File: config.mk
export PLATFORM = sky130hd
export DESIGN_NAME = retry_resp_dispatch
export DESIGN_NICKNAME = d
export VERILOG_FILES = /design/src/rtl/retry_dispatch_pkg.sv /design/src/rtl/retry_sync_fifo.sv /design/src/rtl/retry_resp_dispatch.sv
export SDC_FILE = /design/constraint.sdc
export NUM_CORES = 1
export LEC_CHECK = 0
export ABC_AREA = 1
export CAP_MARGIN = 25
export CORE_ASPECT_RATIO = 1.75
export CORE_MARGIN = 2
export CORE_UTILIZATION = 55
export CTS_BUF_LIST = sky130_fd_sc_hd__clkbuf_2
export DETAILED_ROUTE_END_ITERATION = 8
export DONT_BUFFER_PORTS = 1
export PLACE_DENSITY = 0.7
export SYNTH_ARGS = -nofsm -noshare
export SYNTH_HDL_FRONTEND = slang
export SYNTH_HIERARCHICAL = 1
export SYNTH_SLANG_ARGS = --single-unit
File: constraint.sdc
create_clock -name clk -period 5 [get_ports clk]
set_clock_uncertainty 0.15 [all_clocks]
set_input_delay 1 -clock clk [delete_from_list [all_inputs] [get_ports clk]]
set_output_delay 1 -clock clk [all_outputs]
set_load 0.005 [all_outputs]
File: src/rtl/retry_dispatch_pkg.sv
// Shared widths and types for the retry response dispatcher.
package retry_dispatch_pkg;
  // Payload width of the Retry Engine feeding this block.
  localparam int PAYLD_BW_DEF = 64;
  localparam int DEST_ID_W    = 4;
  localparam int ERR_CNT_W    = 8;
  localparam int STALL_CNT_W  = 8;

  typedef logic [DEST_ID_W-1:0] grant_t;
endpackage

File: src/rtl/retry_sync_fifo.sv
// First-word-fall-through synchronous FIFO, occupancy-counted, power-of-two depth.
module retry_sync_fifo #(
  parameter int W     = 8,
  parameter int DEPTH = 4
) (
  input  logic         clk,
  input  logic         rst,
  input  logic         push,
  input  logic [W-1:0] din,
  input  logic         pop,
  output logic         full,
  output logic         empty,
  output logic [W-1:0] head
);
  localparam int AW = $clog2(DEPTH);
  localparam logic [AW:0] FULL_CNT = (AW+1)'(DEPTH);

  logic [DEPTH-1:0][W-1:0] mem_q, mem_d;
  logic [AW-1:0]           wr_ptr_q, wr_ptr_d, rd_ptr_q, rd_ptr_d;
  logic [AW:0]             cnt_q, cnt_d;
  logic                    do_push, do_pop;

  assign full  = (cnt_q == FULL_CNT);
  assign empty = (cnt_q == '0);
  assign head  = mem_q[rd_ptr_q];

  always_comb begin
    // A pop frees the slot, so a push into a full FIFO is fine in the same cycle.
    do_pop   = pop & !empty;
    do_push  = push & (!full | do_pop);
    mem_d    = mem_q;
    wr_ptr_d = wr_ptr_q;
    rd_ptr_d = rd_ptr_q;
    cnt_d    = cnt_q;
    if (do_push) begin
      mem_d[wr_ptr_q] = din;
      wr_ptr_d        = wr_ptr_q + 1'b1;
    end
    if (do_pop) rd_ptr_d = rd_ptr_q + 1'b1;
    unique case ({do_push, do_pop})
      2'b10:   cnt_d = cnt_q + 1'b1;
      2'b01:   cnt_d = cnt_q - 1'b1;
      default: cnt_d = cnt_q;
    endcase
  end

  always_ff @(posedge clk) begin
    if (rst) begin
      wr_ptr_q <= '0;
      rd_ptr_q <= '0;
      cnt_q    <= '0;
    end else begin
      wr_ptr_q <= wr_ptr_d;
      rd_ptr_q <= rd_ptr_d;
      cnt_q    <= cnt_d;
    end
  end

  always_ff @(posedge clk) mem_q <= mem_d;
endmodule

File: src/rtl/retry_resp_dispatch.sv
// Pairs Retry Engine grants with responses in order and delivers each payload
// to the granted destination over a shared bus with one-hot valid/ready.
module retry_resp_dispatch
  import retry_dispatch_pkg::*;
#(
  parameter int PAYLD_BW  = PAYLD_BW_DEF,
  parameter int NUM_DEST  = 16,
  parameter int GNT_DEPTH = 4,
  parameter int PLD_DEPTH = 4,
  parameter int STALL_MAX = 255
) (
  input  logic                 clk,
  input  logic                 rst,
  input  logic                 vld_out_grant,
  input  logic [DEST_ID_W-1:0] grant_des_id,
  output logic                 rdy_out_grant,
  input  logic                 vld_resp_out,
  input  logic [PAYLD_BW-1:0]  payload_out,
  output logic                 rdy_resp_out,
  output logic [NUM_DEST-1:0]  dst_vld,
  input  logic [NUM_DEST-1:0]  dst_rdy,
  output logic [PAYLD_BW-1:0]  dst_payload,
  output logic                 err_bad_dest,
  output logic [ERR_CNT_W-1:0] err_cnt,
  output logic                 stall_flag
);
  localparam logic [DEST_ID_W:0]   NUM_DEST_W  = (DEST_ID_W+1)'(NUM_DEST);
  localparam logic [STALL_CNT_W-1:0] STALL_MAX_W = STALL_CNT_W'(STALL_MAX);

  grant_t              g_head;
  logic [PAYLD_BW-1:0] p_head;
  logic                g_full, g_empty, p_full, p_empty;
  logic                pair_ok, load, bad, fire;
  logic [NUM_DEST-1:0] fire_vec;

  logic                   out_v_q, out_v_d;
  grant_t                 out_id_q, out_id_d;
  logic [PAYLD_BW-1:0]    out_pld_q, out_pld_d;
  logic                   err_bad_q, err_bad_d;
  logic [ERR_CNT_W-1:0]   err_cnt_q, err_cnt_d;
  logic [STALL_CNT_W-1:0] stall_cnt_q, stall_cnt_d;

  assign rdy_out_grant = !g_full;
  assign rdy_resp_out  = !p_full;

  retry_sync_fifo #(.W(DEST_ID_W), .DEPTH(GNT_DEPTH)) u_gnt_fifo (
    .clk(clk), .rst(rst),
    .push(vld_out_grant & !g_full), .din(grant_des_id), .pop(load),
    .full(g_full), .empty(g_empty), .head(g_head)
  );

  retry_sync_fifo #(.W(PAYLD_BW), .DEPTH(PLD_DEPTH)) u_pld_fifo (
    .clk(clk), .rst(rst),
    .push(vld_resp_out & !p_full), .din(payload_out), .pop(load),
    .full(p_full), .empty(p_empty), .head(p_head)
  );

  for (genvar i = 0; i < NUM_DEST; i++) begin : g_dst
    assign dst_vld[i]  = out_v_q & (out_id_q == DEST_ID_W'(i));
    assign fire_vec[i] = dst_vld[i] & dst_rdy[i];
  end

  assign fire         = |fire_vec;
  assign dst_payload  = out_pld_q;
  assign err_bad_dest = err_bad_q;
  assign err_cnt      = err_cnt_q;
  assign stall_flag   = (stall_cnt_q == STALL_MAX_W);

  always_comb begin
    pair_ok   = !g_empty & !p_empty;
    load      = pair_ok & (!out_v_q | fire);
    bad       = ({1'b0, g_head} >= NUM_DEST_W);
    out_v_d   = out_v_q & !fire;
    out_id_d  = out_id_q;
    out_pld_d = out_pld_q;
    // A dropped pair leaves the output slot alone; only a good pair fills it.
    if (load & !bad) begin
      out_v_d   = 1'b1;
      out_id_d  = g_head;
      out_pld_d = p_head;
    end
    err_bad_d = load & bad;
    err_cnt_d = err_cnt_q;
    if (err_bad_d && err_cnt_q != '1) err_cnt_d = err_cnt_q + 1'b1;
    stall_cnt_d = stall_cnt_q;
    if (!out_v_q || fire)              stall_cnt_d = '0;
    else if (stall_cnt_q != STALL_MAX_W) stall_cnt_d = stall_cnt_q + 1'b1;
  end

  always_ff @(posedge clk) begin
    if (rst) begin
      out_v_q     <= 1'b0;
      out_id_q    <= '0;
      out_pld_q   <= '0;
      err_bad_q   <= 1'b0;
      err_cnt_q   <= '0;
      stall_cnt_q <= '0;
    end else begin
      out_v_q     <= out_v_d;
      out_id_q    <= out_id_d;
      out_pld_q   <= out_pld_d;
      err_bad_q   <= err_bad_d;
      err_cnt_q   <= err_cnt_d;
      stall_cnt_q <= stall_cnt_d;
    end
  end
endmodule

==> metrics.md, run 1 <==
| Metric | Value |
|---|---|
| Routability-driven placement congestion ratio | slightly below 0.8 |
| First-pass GRT wire length | between 50000 and 60000 um |
| Core region area | ~27000 um^2 |
| 1st-iter DRT viols | slightly above 600 |
| Post-route cell area | around 16000 um^2 |
| Switching share of total power | 36.4% |
| Crit path max fanout | 40 |
| IO Pins | 180 |
| Gr busiest metal | met2 |
| FP Rows | 79 |
| Yosys warns | 6 |
| Setup Buffers After CTS | 0 |
| Root Buffer | clkbuf_2 |
| Post-synthesis sequential area ratio | 67.0% |
| Synth async-reset ratio | 0% |
| WP data arrival | around 4 ns |
| Crit end category | flop |
| Drc violations | 0 |
| Syn avg cell area | between 10 and 15 um^2 |
| IO Port Bufs | 0 |
| DP HPWL | about 18000 um |
| Achievable Freq | between 0.2 and 0.3 GHz |
| Area of the die | roughly 29000 um^2 |
| Internal | between 0.005 and 0.006 W |
| H-tree depth | 3 |
| Largest net degree at the start of global routing | 97 |
| Vias/cell | about 5.6 |
| Number of global-route vias before repair | slightly above 10000 |
| Reg power frac | between 40% and 50% |
| Fin. Hold Viols | 0 |
| R2R depth | 10 |
| Critical Path Start Type | flop |
| NetSw | 0.00293 W |
| Final setup violation count | 0 |
| Die height | 222 um |
| Cell variety after synth | 36 |
| Clock Latency Late Sink | 0.94 ns |
| Mapped Area | around 15000 um^2 |
| Power, Total | a little over 0.008 W |
| Pwr dens | approximately 500 nW/um^2 |
| Leakage power | between 6 and 7 nW |
| Data required, critical path | 5.37 ns |
| DR WL/cell | between 15 and 20 um |
| Initial antenna violation count | 3 |
| Status | complete, no violations |
| GRT met1 Usage | between 20% and 30% |
| Detail Route Antenna Nets | 0 |
| Clock share of power | around 22% |
| Minimum clock period | between 3 and 4 ns |
| Placed Instance Area | between 10000 and 15000 um^2 |
| Max-Cap Viols | 0 |
| HP Class | in -> reg |
| Hold Path Cell Cnt | 3 |
| Area delta synth->final | 9.84% |
| Die Width | between 100 and 150 um |
| Final Util | 61.6% |
| Total global routing overflow | 0 |
| CTS tree | built |
| Pre-antenna DRT Iters | 5 |
| Slew Limit Fails | 0 |
| Logic pwr share | 28.7% |
| Layout cell share with drive strength beyond 1 | between 10% and 20% |
| Post-synth EDFFs | around 270 |
| Fin nets | around 1600 |
| CTS buffer count | a little under 80 |
| Vias | around 10000 |
| Ratio of final minimum period to clock period | around 74% |
| Setup CP Type | reg -> reg |
| RSZ-0062 raised after global routing | false |
| Post-CTS sizing | 0 |
| Post-Synthesis Cells | 1375 |
| Initial core utilization | a little under three fifths |
| Max_slew headroom | between 30% and 40% |
| Setup TNS | 0 ns |
| CTS Sinks | between 300 and 400 |
| Clock buffer depth | 3 |
| Post-synth top flop | edfxtp_1 |
| #FFs+latches synth | 363 |
| Final WL | roughly 33000 um |
| Maximum VDD drop | 356 uV |
| Total GRT Usage | a little under a quarter |
| Slew @ Worst Pin | about 1 ns |
| Met3 GRT Util | 4.73% |
| Met2 Usage GRT | around two fifths |
| CTS clk-pin slew, worst paths | between 0.1 and 0.15 ns |
[sequential cells by signal, indices dropped and copies added, names as in the netlist]
signal               count
dst_payload             64
out_id_q                 4
out_v_q                  1
stall_cnt_q              8
u_gnt_fifo/cnt_q         3
u_gnt_fifo/mem_q        16
u_gnt_fifo/rd_ptr_q      2
u_gnt_fifo/wr_ptr_q      2
u_pld_fifo/cnt_q         3
u_pld_fifo/mem_q       256
u_pld_fifo/rd_ptr_q      2
u_pld_fifo/wr_ptr_q      2
[synth_stat cells, drive strengths merged (3+ instances only)]
library cell | count | area share (%)
edfxtp | 272 | 55
nor2 | 268 | 7.0
o21ai | 145 | 4.9
inv | 125 | 3.2
nand2 | 107 | 2.7
nand3 | 96 | 3.3
dfxtp | 91 | 12
a21oi | 79 | 2.7
o22ai | 68 | 3.3
buf | 56 | 3.0
clkbuf | 35 | 0.88
ha | 10 | 0.84
nand4 | 7 | 0.34
nor3 | 3 | 0.13
xnor2 | 3 | 0.18
xor2 | 3 | 0.18
[kinds of logic (layout without fill, tap and decap cells)]
logic type	Yosys count	after routing	share of synthesized area, %
AND/OR/NAND/NOR	483	483	13.6
flip-flops	363	363	67.0
AO/OA/AOI/OAI	293	293	10.9
buffers and inverters	217	354	7.06
adder cells (fa/ha/maj)	12	12	1.11
XOR/XNOR	6	6	0.352
other	1	12	0.0251
[timing repair]
item                       CTS  global route
setup endpoints to repair    0             0
hold buffers                69             0
hold endpoints to repair   274             0
[layout make-up]
cell class | count | area [um^2]
Clock buffer | 108 | 541
Tap cell | 324 | 405
Inverter | 126 | 475
Clock inverter | 35 | 168
Sequential cell | 363 | 9990
Multi-Input combinational cell | 803 | 3950
Antenna cell | 3 | 7.51
Fill cell | 2195 | 10200
Timing Repair Buffer | 85 | 843
[critical path, cell delays in order (launching register included)]
cell	delay, ns
dfxtp_1	0.50
inv_2	0.09
nor2_2	0.24
nand3_1	0.10
nand2_1	0.07
nor2_1	0.07
nand4_4	0.12
and2_1	0.38
o21ai_4	0.19
nor2_4	0.68
buf_4	0.64
[layer usage]
| layer | wire (um) | up-vias |
|---|---|---|
| met2 | 17400 | 334 |
| met5 | 0 | - |
| met3 | 1980 | 53 |
| met1 | 12300 | 4961 |
| met4 | 786 | 0 |
| li1 | - | 4924 |
[worst paths after layout]
kind / startpoint / end / slack (ns)
max reg2reg: out_v_q$_SDFF_PP0_ / u_pld_fifo/mem_q[208]$_DFFE_PP_ / 1.28
max: out_v_q$_SDFF_PP0_ / u_pld_fifo/mem_q[208]$_DFFE_PP_ / 1.28
min: rst / u_pld_fifo/rd_ptr_q[0]$_SDFFE_PP0N_ / 0.14
min reg2reg: dst_payload[46]$_SDFFE_PP0P_ / dst_payload[46]$_SDFFE_PP0P_ / 0.37
[cells in the final DEF, fill, tap and decap left out, types with 8 or more instances in the layout]
cell / n
o22ai_2: 10
buf_4: 14
o22ai_1: 58
clkinv_2: 8
edfxtp_1: 272
nor2_1: 246
dfxtp_1: 89
ha_1: 10
inv_1: 119
a21oi_1: 79
dlygate4sd3_1: 69
inv_2: 11
o21ai_0: 95
clkinv_1: 21
nand2_1: 104
nand3_1: 95
nor2_2: 17
conb_1: 9
o21ai_1: 49
clkbuf_2: 108
[per-stage QoR]
step	setup slack [ns]	std cells	hold WS (ns)
CTS	1.22	1843	0.00273
detailed placement	1.02	1631	0.350
finish	1.28	1847	0.137
floorplan	-0.416	1383	0.325
global route	1.04	1847	0.0895
global placement	0.936	1630	0.340
[power by group through the flow]
stage                     sequential [W]  combinational, W  clock (W)
after detailed placement         0.00404           0.00222          0
final                            0.00397           0.00231    0.00176
after floorplan                  0.00395           0.00188          0
after global routing             0.00402           0.00259    0.00196
after global placement           0.00403           0.00215          0
after CTS                        0.00398           0.00229    0.00182
No activity file was read; power rests on OpenSTA's default activity.
==> run 2, diff against run 1 <==
Clock period 5 ns to 3.2 ns, I/O delays scaled along.
==> run 2 against run 1 <==
  * Largest power group unchanged
  * Clock power up 66%
  * Combinational power is 58% higher
  * Hold slack improved by 0.069 ns
  * First-iteration DRC count fell by 22%
  * Sequential power increased by 56%
  * Design area increased by 1.2%
==> metrics.md, run 2 (synthesized netlist as in run 1, its figures left out) <==
| Metric | Value |
|---|---|
| Clock buffer depth | 3 |
| DP HPWL | roughly 18000 um |
| Final setup violation count | 0 |
| Root Buffer | clkbuf_2 |
| Routability-driven placement congestion ratio | about 0.78 |
| CTS Sinks | approximately 360 |
| RSZ-0062 raised after global routing | false |
| Maximum VDD drop | 726 uV |
| Post-route cell area | ~17000 um^2 |
| CTS tree | built |
| Max_slew headroom | 50.0% |
| Worst slack, placed | between 0.2 and 0.25 ns |
| H-tree depth | 3 |
| Setup TNS | 0 ns |
| Crit end category | output port |
| Slew @ Worst Pin | approximately 0.75 ns |
| Data required, critical path | between 2 and 2.5 ns |
| Most common cell after layout, fill and taps aside | edfxtp_1 |
| R2R depth | 18 |
| Max FFs per register | about 260 |
| Achievable Freq | 0.342 GHz |
| Number of global-route vias before repair | 10080 |
| CTS buffer count | between 70 and 80 |
| Drc violations | 0 |
| Final WL | around 32000 um |
| First-pass GRT wire length | around 50000 um |
| Vias | slightly above 10000 |
| HP Class | in -> reg |
| Fin. Hold Viols | 0 |
| DR WL/cell | between 15 and 20 um |
| Fin nets | 1563 |
| IO Port Bufs | 0 |
| Setup CP Type | reg -> out |
| Initial core utilization | a little under three fifths |
| Most frequent cells in the layout | 272 x edfxtp_1, 245 x nor2_1, 119 x inv_1 |
| Die Width | between 100 and 150 um |
| Core region area | roughly 27000 um^2 |
| Leakage power | 6.33 nW |
| Setup Buffers After CTS | 0 |
| Area of the die | between 20000 and 30000 um^2 |
| Ratio of final minimum period to clock period | about nine tenths |
| Crit path max fanout | 9 |
| Area delta synth->final | 11.1% |
| Hold Path Cell Cnt | 1 |
| Pwr dens | between 700 and 800 nW/um^2 |
| Placed Instance Area | about 15000 um^2 |
| 1st-iter DRT viols | ~470 |
| Minimum clock period | between 2 and 3 ns |
| Detail Route Antenna Nets | 0 |
| CTS clk-pin slew, worst paths | around 0.13 ns |
| Die height | 222 um |
| Total GRT Usage | between 20% and 30% |
| Reg with most FFs | u_pld_fifo/mem_q |
| Initial antenna violation count | 4 |
| Clock Latency Late Sink | about 0.97 ns |
| FP Rows | slightly below 80 |
| Final worst setup slack | approximately 0.27 ns |
| Total global routing overflow | 0 |
| Status | complete, no violations |
| Critical Path Start Type | flop |
| Layout cell share with drive strength beyond 1 | 12.8% |
| Largest net degree at the start of global routing | 138 |
| Max-Cap Viols | 0 |
| WP data arrival | 2.14 ns |
| Slew Limit Fails | 0 |
| IO Pins | 180 |
| Pre-antenna DRT Iters | 5 |
| Vias/cell | ~5.4 |
| Final Util | about 62% |
==> run 2: critical path, cell delays in order, from the launching register on <==
cell	delay (ns)
dfxtp_1	0.39
ha_1	0.23
nand4_1	0.21
nor3_2	0.17
buf_4	0.20
==> run 2: metrics by stage <==
step / instances / hold WS, ns / power, W
5_1_grt: 1855 / 0.166 / 0.0136
2_1_floorplan: 1383 / 0.325 / 0.00911
3_5_place_dp: 1635 / 0.351 / 0.00983
6_report: 1855 / 0.206 / 0.0128
3_3_place_gp: 1635 / 0.344 / 0.00973
4_1_cts: 1851 / 0.0890 / 0.0129
==> run 2: power breakdown <==
part           total [W]  switching, W  leakage [nW]  internal [W]
Combinational    0.00364       0.00243          2.51       0.00120
Clock            0.00293       0.00176         0.570       0.00117
Sequential       0.00619      0.000385          3.24       0.00581
Total             0.0128       0.00458          6.33       0.00818
==> run 2: cell type report <==
cell class                      instances  area, um^2
Multi-Input combinational cell        803        3960
Timing Repair Buffer                   90         953
Tap cell                              324         405
Antenna cell                            4        10.0
Inverter                              126         475
Clock inverter                         38         239
Clock buffer                          107         536
Fill cell                            2196       10000
Sequential cell                       363       10000
==> run 2: final timing paths <==
check / start / slack (ns) / endpoint
max: stall_cnt_q[0]$_SDFFE_PP0N_ / 0.27 / stall_flag
min: payload_out[37] / 0.21 / u_pld_fifo/mem_q[165]$_DFFE_PP_
min reg2reg: dst_payload[48]$_SDFFE_PP0P_ / 0.37 / dst_payload[48]$_SDFFE_PP0P_
max reg2reg: out_v_q$_SDFF_PP0_ / 0.28 / u_gnt_fifo/cnt_q[2]$_SDFFE_PP0P_
==> run 2: per-layer routing <==
metal,GRT usage [%],part of all wire (%),up-vias
li1,-,-,4948
met1,23.4,38,4823
met2,41.9,54,282
met3,5.19,5.9,49
met4,10.8,2.3,0
met5,0,0,-
==> run 2: what timing repair did <==
| action | CTS | global route |
|---|---|---|
| setup endpoints to repair | 0 | 1 |
| hold buffers | 71 | 0 |
| gates resized for setup | 0 | 5 |
| endpoints found under the hold margin | 325 | 0 |
